===== src/rtl/fpalu_pkg.sv =====
// fpalu_pkg: opcodes, word geometry, in-flight tag type and word pack/unpack helpers
//   shared by the FPALU issue arbiter and its tag pipe.
package fpalu_pkg;
   localparam logic [1:0] OP_MUL16I = 2'b10;
   localparam logic [1:0] OP_ADD29I = 2'b11;
   localparam int EXP_W  = 6;
   localparam int MAN_W  = 22;
   localparam int WORD_W = 1 + EXP_W + MAN_W;
   typedef struct packed {
      logic valid;
      logic id;
      logic err;
   } tag_t;
   typedef struct packed {
      logic             sgn;
      logic [EXP_W-1:0] exp;
      logic [MAN_W-1:0] man_dn;
   } fp_word_t;
   function automatic logic [WORD_W-1:0] fp_pack(input logic sgn, input logic [EXP_W-1:0] exp,
                                                 input logic [MAN_W-1:0] man_dn);
      return {sgn, exp, man_dn};
   endfunction
   function automatic fp_word_t fp_unpack(input logic [WORD_W-1:0] w);
      return fp_word_t'(w);
   endfunction
   // Anything outside {ADD29i, MUL16i} (i.e. 2'b0x) is reserved.
   function automatic logic op_reserved(input logic [1:0] op);
      return ~op[1];
   endfunction
endpackage


===== src/rtl/fpalu_tag_pipe.sv =====
// fpalu_tag_pipe: DEPTH-stage shift register of W-bit tags with async active-low reset.
//   d       in   W  tag entering stage 0
//   q       out  W  tag leaving the last stage
//   any_msb out  1  OR of every stage's MSB (the tag valid bit)
module fpalu_tag_pipe #(
   parameter int DEPTH = 2,
   parameter int W     = 3
) (
   input  logic         clk,
   input  logic         rst_n,
   input  logic [W-1:0] d,
   output logic [W-1:0] q,
   output logic         any_msb
);
   logic [W-1:0] sr [DEPTH];
   always_ff @(posedge clk or negedge rst_n) begin
      if (!rst_n) begin
         for (int i = 0; i < DEPTH; i++) sr[i] <= '0;
      end else begin
         sr[0] <= d;
         for (int i = 1; i < DEPTH; i++) sr[i] <= sr[i-1];
      end
   end
   always_comb begin
      any_msb = 1'b0;
      for (int i = 0; i < DEPTH; i++) any_msb = any_msb | sr[i][W-1];
   end
   assign q = sr[DEPTH-1];
endmodule


===== src/rtl/fpalu_issue_arb.sv =====
// fpalu_issue_arb: round-robin issue of two requesters onto one FPALU, with result routing.
//   req0_*/req1_*   requester side: valid/op/a/b in, ready out (accept this cycle)
//   resp0_*/resp1_* one-cycle valid/err pulse per requester; resp_y shared result word
//   alu_*           registered FPALU input bus out, alu_y_* FPALU result in
//   busy            any op in issue reg, tag pipe or output stage
//   cnt0/cnt1       accepted-op counters per requester, wrap at 2^CNT_W
module fpalu_issue_arb
   import fpalu_pkg::*;
#(
   parameter int ALU_LAT = 1,
   parameter int CNT_W   = 16
) (
   input  logic              clk,
   input  logic              rst_n,
   input  logic              req0_valid,
   output logic              req0_ready,
   input  logic [1:0]        req0_op,
   input  logic [28:0]       req0_a,
   input  logic [28:0]       req0_b,
   input  logic              req1_valid,
   output logic              req1_ready,
   input  logic [1:0]        req1_op,
   input  logic [28:0]       req1_a,
   input  logic [28:0]       req1_b,
   output logic              resp0_valid,
   output logic              resp0_err,
   output logic              resp1_valid,
   output logic              resp1_err,
   output logic [28:0]       resp_y,
   output logic [1:0]        alu_opcode,
   output logic              alu_a_sgn,
   output logic [5:0]        alu_a_exp,
   output logic [21:0]       alu_a_man_dn,
   output logic              alu_b_sgn,
   output logic [5:0]        alu_b_exp,
   output logic [21:0]       alu_b_man_dn,
   input  logic              alu_y_sgn,
   input  logic [5:0]        alu_y_exp,
   input  logic [21:0]       alu_y_man_dn,
   output logic              busy,
   output logic [CNT_W-1:0]  cnt0,
   output logic [CNT_W-1:0]  cnt1
);
   logic              rr_ptr, gnt0, gnt1, acc, rsv, iss_v, pipe_busy;
   logic [1:0]        sel_op, iss_op;
   logic [WORD_W-1:0] sel_a, sel_b, iss_a, iss_b, res;
   tag_t              in_tag, tail_tag, out_tag;
   fp_word_t          ua, ub;
   // rr_ptr names the side that wins a tie; a lone requester always wins.
   assign gnt0   = req0_valid & (~req1_valid | ~rr_ptr);
   assign gnt1   = req1_valid & (~req0_valid | rr_ptr);
   assign acc    = gnt0 | gnt1;
   assign sel_op = gnt1 ? req1_op : req0_op;
   assign sel_a  = gnt1 ? req1_a : req0_a;
   assign sel_b  = gnt1 ? req1_b : req0_b;
   assign rsv    = op_reserved(sel_op);
   assign in_tag = {acc, gnt1, acc & rsv};
   fpalu_tag_pipe #(.DEPTH(ALU_LAT + 1), .W($bits(tag_t))) u_tag_pipe (
      .clk     (clk),
      .rst_n   (rst_n),
      .d       (in_tag),
      .q       (tail_tag),
      .any_msb (pipe_busy)
   );
   always_ff @(posedge clk or negedge rst_n) begin
      if (!rst_n) begin
         rr_ptr  <= 1'b0;
         iss_v   <= 1'b0;
         iss_op  <= '0;
         iss_a   <= '0;
         iss_b   <= '0;
         res     <= '0;
         out_tag <= '0;
         cnt0    <= '0;
         cnt1    <= '0;
      end else begin
         // Pointer moves to the loser after a grant: granting 0 makes 1 the next tie winner.
         rr_ptr  <= acc ? gnt0 : rr_ptr;
         iss_v   <= acc & ~rsv;
         // Reserved ops skip the issue reg so the ALU bus keeps its previous operands.
         if (acc && !rsv) begin
            iss_op <= sel_op;
            iss_a  <= sel_a;
            iss_b  <= sel_b;
         end
         out_tag <= tail_tag;
         if (tail_tag.valid) res <= tail_tag.err ? '0 : fp_pack(alu_y_sgn, alu_y_exp, alu_y_man_dn);
         cnt0    <= cnt0 + {{(CNT_W-1){1'b0}}, gnt0};
         cnt1    <= cnt1 + {{(CNT_W-1){1'b0}}, gnt1};
      end
   end
   assign ua           = fp_unpack(iss_a);
   assign ub           = fp_unpack(iss_b);
   assign alu_opcode   = iss_op;
   assign alu_a_sgn    = ua.sgn;
   assign alu_a_exp    = ua.exp;
   assign alu_a_man_dn = ua.man_dn;
   assign alu_b_sgn    = ub.sgn;
   assign alu_b_exp    = ub.exp;
   assign alu_b_man_dn = ub.man_dn;
   assign req0_ready   = gnt0;
   assign req1_ready   = gnt1;
   assign resp0_valid  = out_tag.valid & ~out_tag.id;
   assign resp1_valid  = out_tag.valid & out_tag.id;
   assign resp0_err    = resp0_valid & out_tag.err;
   assign resp1_err    = resp1_valid & out_tag.err;
   assign resp_y       = res;
   assign busy         = iss_v | pipe_busy | out_tag.valid;
endmodule

===== config.mk =====
export PLATFORM = sky130hd
export DESIGN_NAME = fpalu_issue_arb
export DESIGN_NICKNAME = d
export VERILOG_FILES = /design/src/rtl/fpalu_pkg.sv /design/src/rtl/fpalu_tag_pipe.sv /design/src/rtl/fpalu_issue_arb.sv
export SDC_FILE = /design/constraint.sdc
export NUM_CORES = 1
export LEC_CHECK = 0
export ABC_AREA = 1
export CAP_MARGIN = 20
export CORE_ASPECT_RATIO = 1.75
export CORE_MARGIN = 10
export CORE_UTILIZATION = 40
export DETAILED_ROUTE_END_ITERATION = 7
export HOLD_SLACK_MARGIN = 0.06
export PLACE_DENSITY = 0.78
export SLEW_MARGIN = 15
export SYNTH_ARGS = -nofsm -noshare
export SYNTH_HDL_FRONTEND = slang
export SYNTH_SLANG_ARGS = --single-unit

===== constraint.sdc =====
create_clock -name clk -period 2.85 [get_ports clk]
set_clock_uncertainty 0.1 [all_clocks]
set_input_delay 0.855 -clock clk [delete_from_list [all_inputs] [get_ports clk]]
set_output_delay 0.855 -clock clk [all_outputs]
set_load 0.01 [all_outputs]

* Yosys cells after proc, flatten, opt, wreduce, memory -nomap -nowiden
Cells that the tools add are included.
Storage, ports and cells: register bits 132, bits of input ports 153, output and inout port bits 128
Operators by class: add/subtract/negate cells 2, multiplexer cells 4, bitwise operators 19, reductions and logical operators 1
Operator list (number):
- $mux 29 | 3
- $add 16x1->16 | 2
- $and 1x1->1 | 8
- $or 1x1->1 | 6
- $not 1->1 | 5
- $mux 2 | 1
- $logic_and 1x1->1 | 1

* Logic depth before layout (Yosys ltp)
Gate-level depths: netlist of run 1.
depth in word-level cells 6, gate-level depth with buffers 11, gate-level depth less buffers 11

* Hierarchy
A second synthesis of run 1 with hierarchy kept.
Second synthesis, totals: cells, all modules 785, area total of the unflattened synthesis 6144.6 µm²
By module, submodules not included:
- fpalu_issue_arb | instances 1, cells each 773, area each 5960.7 µm²
- fpalu_tag_pipe | instances 1, cells each 12, area each 183.9 µm²

* Worst setup path before layout of run 1
OpenSTA, ideal clock, no wires.
path type in2reg, from input req0_valid, to register cnt0[10], arrival time 2.183 ns, data required time 2.671 ns, setup slack 0.488 ns, stages 9, buffers on the path 0, cell sequence inv_1 -> a21oi_1 -> ha_1 -> ha_1 -> nand2_1 -> nor2_1 -> nand2_1 -> nor2_1 -> xor2_1
On the way: word-level cells in the longest chain between the ends 2
Ends and longest elaborated chain:
- start, declared | line fpalu_issue_arb.sv:15 | input logic req0_valid,
- $and 1x1->1 | line fpalu_issue_arb.sv:50 | assign gnt0 = req0_valid & (~req1_valid | ~rr_ptr);
- net req0_ready | line fpalu_issue_arb.sv:16 | output logic req0_ready,
- $add 16x1->16 | line fpalu_issue_arb.sv:88 | cnt0 <= cnt0 + {{(CNT_W-1){1'b0}}, gnt0};
- end signal, assigned | line fpalu_issue_arb.sv:88
- end, declared | line fpalu_issue_arb.sv:41 | output logic [CNT_W-1:0] cnt0,
The timed path passes the listed nets, and every way through them passes these cells. A chain may end at the register's enable or synchronous reset.

* Worst setup path in the final report of run 1
from input req1_valid, to output req1_ready
On the way: word-level cells in the longest chain between the ends 1
Ends and longest elaborated chain:
- start, declared | line fpalu_issue_arb.sv:20 | input logic req1_valid,
- $and 1x1->1 | line fpalu_issue_arb.sv:51 | assign gnt1 = req1_valid & (~req0_valid | rr_ptr);
- end, declared | line fpalu_issue_arb.sv:21 | output logic req1_ready,
Every way passes these cells.

==> metrics, run 1 <==
Arr. time, crit path=1.68 ns; Worst-path clk slew=0.06 ns; Synth Instances=781; RePlAce Congestion=0.862; drt pass-1 iters=4; CP peak stage delay=0.33 ns; Post-synth ARST share=100%; Crit Path Category=input port to primary output; largest fanout on the critical path=4; post-route ant nets=0; final hold violation count=0; final worst-path cycle share=92.4%; Setup Viol. Count Final=0; CTS Buf Count=17; Remaining Overflow, GRT=0; CP max-delay cell=dlygate4sd2_1; Synth area leader=dfrtp_1; status=completed; Cell Area, Synth=0.00611 mm^2; syn nets=939; Post-synth EDFFs=0; fin crit period=2.63 ns; Core Region=0.0149 mm^2; Setup Buffers After CTS=0; IO Port Bufs=280; synth warn=0; CTS tree=done; CP Cell Sequence=dlygate4sd2_1, nand2_1, nand2_2, clkdlybuf4s15_1; Seq/Total Area, Yosys=54.0%; Die X-Extent=113 um; H-tree Lvls=4; nets=1227; total die area=0.0208 mm^2; FMAX=380 MHz; ranking of synthesized cells by area=dfrtp_1, nand2_1, nand3_1; DR iter-0 viols=279; Synth cell types=17; Setup crit start kind=input port; worst hold slack=0.234 ns; row count=59; maximum VDD drop=317 uV; GRT Total Usage=20.3%; # hold bufs at CTS=0; post-placement cell area=0.00923 mm^2; placed cell count=1233; post-cts resize count=9; Post-route DRC=0; finished layout cell area=0.00985 mm^2; I/O pin cnt=281; Max Slew Vio Count=0; Critical Path End Type=primary output; DR vias/cell=4.77; max cap viols=0; top-area cell type share of the netlist area=54.0%; clock buffer depth=2; post-DP HPWL=16.5 mm; clk sink count=132; WL/cell=16.7 um; Vias=6032; Clock Latency Late Sink=0.41 ns; wire length of the first global-routing pass=33.7 mm; Commonest cells post-synth=nand2_1, dfrtp_1, nand3_1; Min-Delay Path Class=input port to asynchronous set/reset pin; Worst-Margin Slew=0.872 ns; mean post-synth cell area=7.83 um^2; final core utilization=66.0%; leak pwr=4.84 nW; Synth Register Bits=132; final WL=21.1 mm; slew margin rel.=41.8%; post-route non-filler standard cell count=1265; top-count cell post-synth=nand2_1; predominant post-synthesis flop cell=dfrtp_1; initial antenna violation count=1; largest net degree at the start of global routing=64; Pwr Density=684 mW/mm^2; vias in the first global route=6319; RSZ-0062 raised after global routing=false; Layout area overhead=61.0%; CTS root buffer=clkbuf_16; Worst Path Required=1.90 ns; fraction of layout cells with a size suffix above 1=6.29%; Die Span Y=184 um; Starting Density=41.0%
worst paths after layout:
check / slack [ns] / startpoint / to / cells past startpoint
setup / recovery: 0.22 / req1_valid / req1_ready / 4
hold / removal: 0.23 / rst_n / cnt0[11] / 1
setup reg to reg: 0.64 / rr_ptr / iss_b[8] / 8
hold reg to reg: 0.24 / u_tag_pipe.sr[4] / u_tag_pipe.q[1] / 0
max in group asynchronous: 1.64 / rst_n / iss_a[12] / 2
min in group clk: 0.24 / u_tag_pipe.sr[4] / u_tag_pipe.q[1] / 0
cells by family after synthesis:
group	count (synthesis)	synth area share, %
AOI/OAI and AO/OA	34	2.80
and+or+nand+nor	492	32.8
xor gates and xnor gates	20	2.86
buffers and inverters	98	6.47
adders and majority gates	5	1.02
DFF	132	54.0
where the power goes:
| group | leakage [nW] | internal, mW | switching (mW) |
|---|---|---|---|
| clock | 0.287 | 1.42 | 0.828 |
| sequential | 1.64 | 2.24 | 0.274 |
| combinational | 2.92 | 1.04 | 0.932 |
| total | 4.84 | 4.70 | 2.03 |
critical path: cells and delay by family:
family,cells,cell delay [ns]
and+or+nand+nor,2,0.22
buffers and inverters,2,0.60
sequential cells by signal, indices dropped and copies added, names as in the netlist:
register / flops
alu_opcode: 2
cnt0: 16
cnt1: 16
iss_a: 29
iss_b: 29
iss_v: 1
out_tag: 3
resp_y: 29
rr_ptr: 1
u_tag_pipe.q: 3
u_tag_pipe.sr: 3
per-layer routing:
layer	routed length (um)	track usage, %
met1	7670	20.8
met2	11100	35.3
met3	1550	7.19
met4	877	10.2
met5	0	0
through the flow:
stage | worst slack [ns] | power (mW) | setup TNS, ns
after global placement | -0.408 | 4.50 | -19.94
after detailed placement | -0.398 | 4.55 | -23.07
after floorplan | 0.488 | 3.24 | 0
final | 0.218 | 6.73 | 0
after CTS | 0.194 | 6.82 | 0
after global routing | 0.105 | 7.10 | 0
layout by cell type, fill, tap and decap left out, types with 4 or more instances in the layout:
master	instances
clkbuf_16	17
clkinvlp_4	4
o21ai_0	32
inv_1	58
nand4_1	5
nand3_1	103
dfrtp_1	132
nand2_2	4
xor2_1	16
nor2_1	25
nand2_1	346
xnor2_1	4
ha_1	5
nor3_1	7
clkdlybuf4s50_1	275
buf_4	25
layout make-up:
class	count	area, um^2
Clock buffer	19	453
Timing Repair Buffer	308	3050
Sequential cell	132	3300
Inverter	59	221
Antenna cell	1	2.50
Fill cell	1237	5070
Multi-Input combinational cell	551	2430
Tap cell	183	229
Clock inverter	12	156
Note: power is estimated with default switching activity, not from simulation.
==> run 2, diff against run 1 <==
Settings changed: ABC_AREA 1 to not set.
==> run 2 against run 1 <==
Global-route usage is 1.9 points lower. Sequential share of layout area increased by 1.1 points. Highest routed layer unchanged. Non-clock buffer count did not move. Fmax fell by 6.5%. Die area is 4.6% lower. Largest cell class unchanged. Wire length decreased by 10%. Area after synthesis fell by 5.3%. Total power is 6.1% lower. Combinational power is 14% lower. Sequential power is 3% lower.
==> metrics, run 2 <==
terminus of the critical flop-to-flop path=cnt0[15] (was iss_b[8]); Remaining Overflow, GRT=0 (unchanged); Final WS setup=0.0341 ns (was 0.218 ns); CTS tree=done (unchanged); Commonest cells post-synth=dfrtp_1, nand2_1, mux2i_1, o21ai_1, inv_1 (was nand2_1, dfrtp_1, nand3_1); IO Port Bufs=280 (unchanged); synth warn=0 (unchanged); GRT Total Usage=18.4% (was 20.3%); nets=983 (was 1227); fraction of layout cells with a size suffix above 1=8.83% (was 6.29%); CP max-delay cell=clkdlybuf4s50_1 (was dlygate4sd2_1); WL/cell=18.6 um (was 16.7 um); slew margin rel.=49.9% (was 41.8%); Layout area overhead=64.8% (was 61.0%); clock buffer depth=2 (unchanged); Crit Path Category=input port to primary output (unchanged); post-DP HPWL=15.1 mm (was 16.5 mm); Setup Viol. Count Final=0 (unchanged); Critical Path End Type=primary output (unchanged); largest net degree at the start of global routing=60 (was 64); final worst-path cycle share=98.8% (was 92.4%); drt pass-1 iters=4 (unchanged); Synth Register Bits=132 (unchanged); largest fanout on the critical path=3 (was 4); I/O pin cnt=281 (unchanged); Buf/Inv on CP=2 (unchanged); r2r startpoint=rr_ptr (unchanged); Min-Delay Path Class=input port to asynchronous set/reset pin (unchanged); Worst Path Required=1.90 ns (about the same); syn nets=685 (was 939); most frequent cells in the layout=clkdlybuf4s50_1, dfrtp_1, nand2_1 (was nand2_1, clkdlybuf4s50_1, dfrtp_1); fin crit period=2.82 ns (was 2.63 ns); Core Region=0.0143 mm^2 (was 0.0149 mm^2); Worst-Margin Slew=0.752 ns (was 0.872 ns); post-route non-filler standard cell count=1020 (was 1265); Pwr Density=662 mW/mm^2 (was 684 mW/mm^2); mean post-synth cell area=11.0 um^2 (was 7.83 um^2); Die Span Y=179 um (was 184 um); Seq/Total Area, Yosys=57.0% (was 54.0%); CTS root buffer=clkbuf_16 (unchanged); DR iter-0 viols=118 (was 279); Setup Buffers After CTS=0 (unchanged); CP Cell Sequence=clkdlybuf4s50_1, a21boi_2, clkdlybuf4s15_1 (was dlygate4sd2_1, nand2_1, nand2_2, clkdlybuf4s15_1); worst r2r path cells=8 (unchanged); setup TNS=0 ns (unchanged); Vias=4990 (was 6032); total die area=0.0199 mm^2 (was 0.0208 mm^2); RSZ-0062 raised after global routing=false (unchanged); row count=58 (was 59); final core utilization=66.8% (was 66.0%); initial antenna violation count=0 (was 1); status=completed (unchanged); final hold violation count=0 (unchanged); top-count cell post-synth=dfrtp_1 (was nand2_1); CP peak stage delay=0.49 ns (was 0.33 ns); placed cell count=986 (was 1233); final WL=19.0 mm (was 21.1 mm); wire length of the first global-routing pass=29.2 mm (was 33.7 mm); Synth Instances=527 (was 781); # hold bufs at CTS=0 (unchanged); Die X-Extent=111 um (was 113 um); maximum VDD drop=471 uV (was 317 uV); Starting Density=40.5% (was 41.0%); Arr. time, crit path=1.86 ns (was 1.68 ns); vias in the first global route=5460 (was 6319); predominant post-synthesis flop cell=dfrtp_1 (unchanged); Post-route DRC=0 (unchanged); Clock Latency Late Sink=0.41 ns (about the same); CTS Buf Count=17 (unchanged); post-route ant nets=0 (unchanged); pre-CTS WS=-0.271 ns (was -0.398 ns); delay-heaviest family, CP=buffers and inverters (unchanged); top-area cell type share of the netlist area=57.0% (was 54.0%); Worst-path clk slew=0.06 ns (about the same); Synth cell types=36 (was 17); FMAX=355 MHz (was 380 MHz); Synth area leader=dfrtp_1 (unchanged); DR vias/cell=4.89 (was 4.77); Setup crit start kind=input port (unchanged); H-tree Lvls=4 (unchanged); Max Slew Vio Count=0 (unchanged); RePlAce Congestion=0.829 (was 0.862); reg-to-reg slack, setup=0.85 ns (was 0.64 ns); clk sink count=132 (unchanged); Post-synth ARST share=100% (unchanged); Post-synth EDFFs=0 (unchanged); most common cell after layout, fill and taps aside=clkdlybuf4s50_1 (was nand2_1); leak pwr=4.33 nW (was 4.84 nW); Cell Area, Synth=0.00579 mm^2 (was 0.00611 mm^2); total power=6.32 mW (was 6.73 mW); ranking of synthesized cells by area=dfrtp_1, mux2i_1, o21ai_1 (was dfrtp_1, nand2_1, nand3_1); max cap viols=0 (unchanged)
run 2: how the worst max path moves through the flow:
| stage | slack, ns | to | cells after the start | start |
|---|---|---|---|---|
| 6_report | 0.03 | req0_ready | 3 | req1_valid |
| 2_1_floorplan | 0.24 | cnt0[14] | 8 | req1_valid |
| 3_3_place_gp | -0.27 | req0_ready | 3 | req1_valid |
| 5_1_grt | 0.005 | busy | 2 | out_tag[2] |
| 3_5_place_dp | -0.27 | req0_ready | 3 | req1_valid |
| 4_1_cts | 0.007 | req0_ready | 3 | req1_valid |
run 2: cell type report:
class	instances	area (um^2)
antenna	2	5.00
clock buffer	19	443
clock inverter	13	150
fill	1105	4750
inverter	34	128
multi-input combinational	332	2200
sequential	132	3300
tap	180	225
timing repair buffer	308	3080
run 2: logic make-up (layout without fill, tap and decap cells):
group,count (synthesis),in the layout,share of synthesized area [%]
fa+ha+maj,5,5,1.08
other cells,0,2,0
buf+inv,63,374,5.16
simple gates,148,148,14.0
flops,132,132,57.0
xor+xnor,28,28,4.24
compound gates,92,92,8.28
mux,59,59,10.2
run 2: stage by stage:
step	cell area [um^2]	hold WS, ns
after floorplan	5790	0.231
after global placement	8950	0.238
after detailed placement	8950	0.236
after CTS	9540	0.253
after global routing	9540	0.252
final	9540	0.248
run 2: timing repair:
action | in CTS | in global routing
endpoints found under the setup margin | 2 | 2
pin swaps | 0 | 0
gates resized for setup | 3 | 2
gates cloned | 0 | 0
run 2: metal layers:
metal / track usage, % / share of wire, % / vias to the layer above
li1: - / - / 2383
met2: 32.3 / 52 / 191
met3: 6.40 / 6.9 / 32
met4: 8.55 / 3.5 / 0
met5: 0 / 0 / -
met1: 19.3 / 37 / 2384
run 2: power by group:
group	switching [mW]	leakage [nW]	internal (mW)	total [mW]
combinational	0.725	2.40	0.979	1.70
clock	0.849	0.285	1.33	2.17
sequential	0.258	1.65	2.19	2.44
total	1.83	4.33	4.49	6.32
==> patch 1: new RTL, config.mk and constraints of run 2 <==
Set the parameter `ALU_LAT` to 2 (it was 1).
--- a/src/rtl/fpalu_issue_arb.sv
+++ b/src/rtl/fpalu_issue_arb.sv
@@ -7,7 +7,7 @@
 module fpalu_issue_arb
    import fpalu_pkg::*;
 #(
-   parameter int ALU_LAT = 1,
+   parameter int ALU_LAT = 2,
    parameter int CNT_W   = 16
 ) (
    input  logic              clk,
Formal check against the unedited RTL: not equivalent (Yosys sat finds a counterexample within 4 cycles, from zero or initial values and one cycle with rst_n low).
==> patch 1 against run 2 <==
  * Wire length increased by 3.0%
  * Critical endpoint unchanged
  * Design area decreased by 0.12%
  * First-iteration DRC count grew 19%
  * Sequential cell count up 3
  * Area after synthesis grew 1.4%
  * Power about the same
  * Final cell count is 0.39% lower
  * Worst setup slack better by 0.27 ns
  * Synthesized cell count is 0.95% higher
==> patch 1: results (changes against run 2) <==
Layout
  • Signal buf overhead: 0.3160 (-0.007232)
  • N_diodes: 0 (-2)
  • Register area: 3378 µm² (+2.3%)
  • Share of layout cells above drive strength 1: 0.08014 (-0.008162)
  • Multi-input combinational area share: 0.2318 (+0.0007985)
  • Layout Cell Area excl Fill: 9532 µm² (-0.12%)
  • Comb_multi_in: 334 (+0.60%)
  • Non-clock inverters: 34 (unchanged)
  • Filler cells: 1153 (+4.3%)
  • Non-clock buffer count: 301 (-2.3%)

Placement
  • Cells after DPL: 984 (-0.20%)
  • Post-DP HPWL: 15580 µm (+3.5%)
  • Placed cell area: 8952 µm² (about the same)
  • DP Worst Slack: -0.2689 ns (+0.002103 ns)
  • Final Wtd Congestion: 0.8469 (+2.2%)

Pwr
  • Leakage: 4.339 nW (+0.13%)
  • Switching pwr: 1.899 mW (+3.7%)
  • Power Clock: 2.15 mW
  • Peak supply drop: 0.3983 mV (-15%)
  • Power Dens Cells: 663.7 nW/µm² (+0.21%)

Worst setup path
  • WP data arrival: 1.59 ns (-0.27 ns)
  • CP max FO: 4 (+1)
  • Crit path max-delay cell type: dlygate4sd2_1
  • FF-to-FF Start: rr_ptr$_DFFE_PN0N_
  • FF-to-FF setup slack: 0.83 ns (-0.02 ns)
  • Worst r2r dst: cnt1[12]$_DFF_PN0_

Synthesis
  • Seq cells post-synth: 135 (+2.3%)
  • Synth Area in Adders: 0.01066 (-0.0001474)
  • Mux cell area share after synthesis: 0.1006 (-0.001391)
  • Synth Area in XOR/XNOR: 0.04177 (-0.0005777)
  • Post-Syn Instances: 532 (+0.95%)
  • Post-synthesis compound-gate area fraction: 0.08163 (-0.001129)
  • Top post-synthesis cells by count: 135 x dfrtp_1, 73 x nand2_1, 59 x mux2i_1, 59 x o21ai_1, 33 x inv_1
  • Top post-synthesis cells by area: dfrtp_1 58%, mux2i_1 10%, o21ai_1 5.0%
  • Sequential area share after synthesis: 0.5754 (+0.005007)
  • Synthesized net count: 690 (+0.73%)

Global routing
  • Total track usage: 0.1924 (+0.008562)
  • Met3 Use GR: 0.05933 (-0.004653)
  • Largest net degree at the start of global routing: 80 (+33%)
  • Met2 usage: 0.3554 (+0.03215)
  • Met1 Use GR: 0.1946 (+0.001266)
  • Vias in the first global route: 5513 (+0.97%)

Drt
  • TritonRoute pass-1 iters: 4 (unchanged)
  • Routed WL: 19580 µm (+3.0%)
  • Vias: 4941 (-0.98%)

CTS
  • Cts repair resizes: 3 (unchanged)

STA
  • # setup viols final: 0 (unchanged)
  • Rel. slew slack: 0.5123 (+0.01351)
  • Final Worst Setup Slack: 0.3084 ns (+0.2743 ns)

Outcome
  • Status: finished clean
-- patch 1: changes by cell type after synthesis, sizes merged --
cell           run 2  this run
clkbuf             8        10
nor2               4         5
dfrtp            132       135
buf               21        19
nand2             73        74
nor3               7         8
or4                1         0
-- patch 1: cell families (layout without fill, tap and decap cells) --
kind of cell / after synthesis / in the layout
AOI/OAI and AO/OA: 92 / 92
xor gates and xnor gates: 28 / 28
adders and majority gates: 5 / 5
buffers and inverters: 63 / 367
DFF: 135 / 135
muxes: 59 / 59
and+or+nand+nor: 150 / 150
-- patch 1: critical path, delay by kind of cell --
| family | cells | cell delay (ns) |
|---|---|---|
| AOI/OAI and AO/OA | 1 | 0.17 |
| buffers and inverters | 2 | 0.56 |
-- patch 1: per-layer routing --
| layer | vias up | share of wire |
|---|---|---|
| li1 | 2387 | - |
| met1 | 2352 | 0.36 |
| met2 | 179 | 0.55 |
| met3 | 23 | 0.062 |
| met4 | 0 | 0.026 |
| met5 | - | 0 |
==> patch 2: new RTL, config.mk and constraints of run 2 <==
Made on the original files. Register the outputs `resp0_err` and `resp1_err`, cleared by the reset; this adds one clock of latency there. The other outputs are not delayed to match.
--- a/src/rtl/fpalu_issue_arb.sv
+++ b/src/rtl/fpalu_issue_arb.sv
@@ -102,8 +102,15 @@
    assign req1_ready   = gnt1;
    assign resp0_valid  = out_tag.valid & ~out_tag.id;
    assign resp1_valid  = out_tag.valid & out_tag.id;
-   assign resp0_err    = resp0_valid & out_tag.err;
-   assign resp1_err    = resp1_valid & out_tag.err;
+   always_ff @(posedge clk or negedge rst_n) begin
+      if (!rst_n) begin
+         resp0_err <= '0;
+         resp1_err <= '0;
+      end else begin
+         resp0_err <= resp0_valid & out_tag.err;
+         resp1_err <= resp1_valid & out_tag.err;
+      end
+   end
    assign resp_y       = res;
    assign busy         = iss_v | pipe_busy | out_tag.valid;
 endmodule
Behaviour: not the same (a bounded check fails within 4 cycles, from zero or initial values and one cycle with rst_n low).
==> patch 2 against run 2 <==
  * Via count fell by 0.62%
  * Non-clock buffer count down 4
  * Wire length rose by 1.1%
  * Power up 2.2%
  * Largest power group unchanged
  * Design area is 0.64% higher
  * Sequential share of layout area up 0.30 points
  * Maximum frequency up 1.4%
  * Clock power up 5%
  * Worst hold slack lost 0.0013 ns
  * Core utilization increased by 0.089 points
  * Sequential cell count is 2 higher
  * Area after synthesis grew 0.86%
  * Worst setup slack improved by 0.039 ns
==> patch 2: results (changes against run 2) <==
Pwr
  • Leakage: 4.382 nW (+1.1%)
  • Peak supply drop: 0.4188 mV (-11%)
  • Sw frac: 0.2848 (-0.004927)

Drt
  • Routed wl met3: 1175 µm (-11%)
  • TritonRoute pass-1 iters: 5 (+1)
  • Met1 wire length: 6807 µm (-3.7%)
  • Uppermost routed layer: met4
  • Met2 wire len: 10580 µm (+6.2%)
  • Vias: 4959 (-0.62%)
  • Detailed Route Iter0 Violations: 143 (+21%)
  • Routed WL: 19210 µm (+1.1%)

Synthesis
  • Number of library cell types mapped by synthesis: 36 (unchanged)
  • Synthesized net count: 687 (+0.29%)
  • Top post-synthesis cells by count: 134 x dfrtp_1, 72 x nand2_1, 59 x mux2i_1, 59 x o21ai_1, 33 x inv_1
  • Post-synth ARST share: 1.000 (unchanged)
  • Top post-synthesis cells by area: dfrtp_1 57%, mux2i_1 10%, o21ai_1 5.1%
  • Yosys warnings: 0 (unchanged)
  • Sequential area share after synthesis: 0.5741 (+0.003681)

Global routing
  • Largest net degree at the start of global routing: 60 (unchanged)
  • Vias in the first global route: 5479 (+0.35%)
  • Initial antenna violation count: 1 (+1)
  • Met3 Use GR: 0.05733 (-0.006653)
  • Total track usage: 0.1893 (+0.005388)
  • Met1 Use GR: 0.1928 (-0.0005341)
  • First-pass GRT wire length: 30420 µm (+4.1%)
  • Met2 usage: 0.3420 (+0.01874)

STA
  • Min Tclk post-route: 2.777 ns (-0.03866 ns)
  • Slew @ Worst Pin: 0.8176 ns (+0.06574 ns)

Worst setup path
  • WP data arrival: 1.82 ns (-0.04 ns)
  • Worst Setup SP: out_tag[2]$_DFF_PN0_
  • FF-to-FF setup slack: 0.68 ns (-0.17 ns)
  • CP max FO: 5 (+2)
  • FF-to-FF Start: rr_ptr$_DFFE_PN0N_
  • Worst r2r dst: iss_b[14]$_DFFE_PN0P_
  • Worst setup endpoint: busy
  • Reg2Reg Depth: 6 (-2)

Placement
  • Post-DP HPWL: 15290 µm (+1.6%)
  • Final Wtd Congestion: 0.8106 (-2.2%)
  • Port bufs: 280 (unchanged)
  • DP Worst Slack: -0.3714 ns (-0.1004 ns)

Layout
  • Layout Nets: 981 (-0.20%)
  • Share of layout cells above drive strength 1: 0.08493 (-0.003377)

Worst hold path
  • Hold/Removal Path Class: flop to flop

CTS
  • Deepest clock path buffer count: 2 (unchanged)
  • Clock transition at path regs: 0.05 ns
  • CTS Buf Count: 17 (unchanged)

Outcome
  • Status: finished clean
-- patch 2: changes by cell type after synthesis --
cell,change
dfrtp_1,+2
-- patch 2: critical path: stages (launching register included) --
cell	delay (ns)
dfrtp_1	0.39
or4_1	0.52
clkdlybuf4s50_1	0.51
-- patch 2: stage by stage --
stage               hold WS, ns  std cells  area, µm²
floorplan                0.2312        529       5841
global placement         0.2366        984       8970
detailed placement       0.2347        984       8970
CTS                      0.2471       1016       9599
global route             0.2532       1017       9604
finish                   0.2463       1017       9604
-- patch 2: cell type report --
class | instances | area, µm²
Antenna cell | 1 | 2.502
Multi-Input combinational cell | 332 | 2212
Tap cell | 180 | 225.2
Inverter | 34 | 127.6
Clock inverter | 13 | 170.2
Clock buffer | 19 | 452.9
Fill cell | 1121 | 4765
Sequential cell | 134 | 3353
Timing Repair Buffer | 304 | 3060
-- patch 2: power groups by stage --
stage	clock (mW)	combinational [mW]	sequential, mW
6_report	2.28	1.69	2.49
5_1_grt	2.40	1.83	2.54
4_1_cts	2.32	1.73	2.49
3_5_place_dp	0	1.72	2.52
3_3_place_gp	0	1.68	2.50
2_1_floorplan	0	0.490	2.60
-- patch 2: timing repair --
action                     in CTS  in global routing
pin swaps                       0                  0
gates resized for setup         6                  1
setup endpoints to repair       2                  1
-- patch 2: cell families (layout without fill, tap and decap cells) --
| kind of cell | count (synthesis) | after routing | share of synthesized area |
|---|---|---|---|
| adder cells (fa/ha/maj) | 5 | 5 | 0.01071 |
| AND/OR/NAND/NOR | 148 | 148 | 0.1388 |
| multiplexers | 59 | 59 | 0.1011 |
| buffers and inverters | 63 | 370 | 0.05120 |
| flip-flops | 134 | 134 | 0.5741 |
| AO/OA/AOI/OAI | 92 | 92 | 0.08205 |
| other | 0 | 1 | 0 |
| XOR/XNOR | 28 | 28 | 0.04199 |
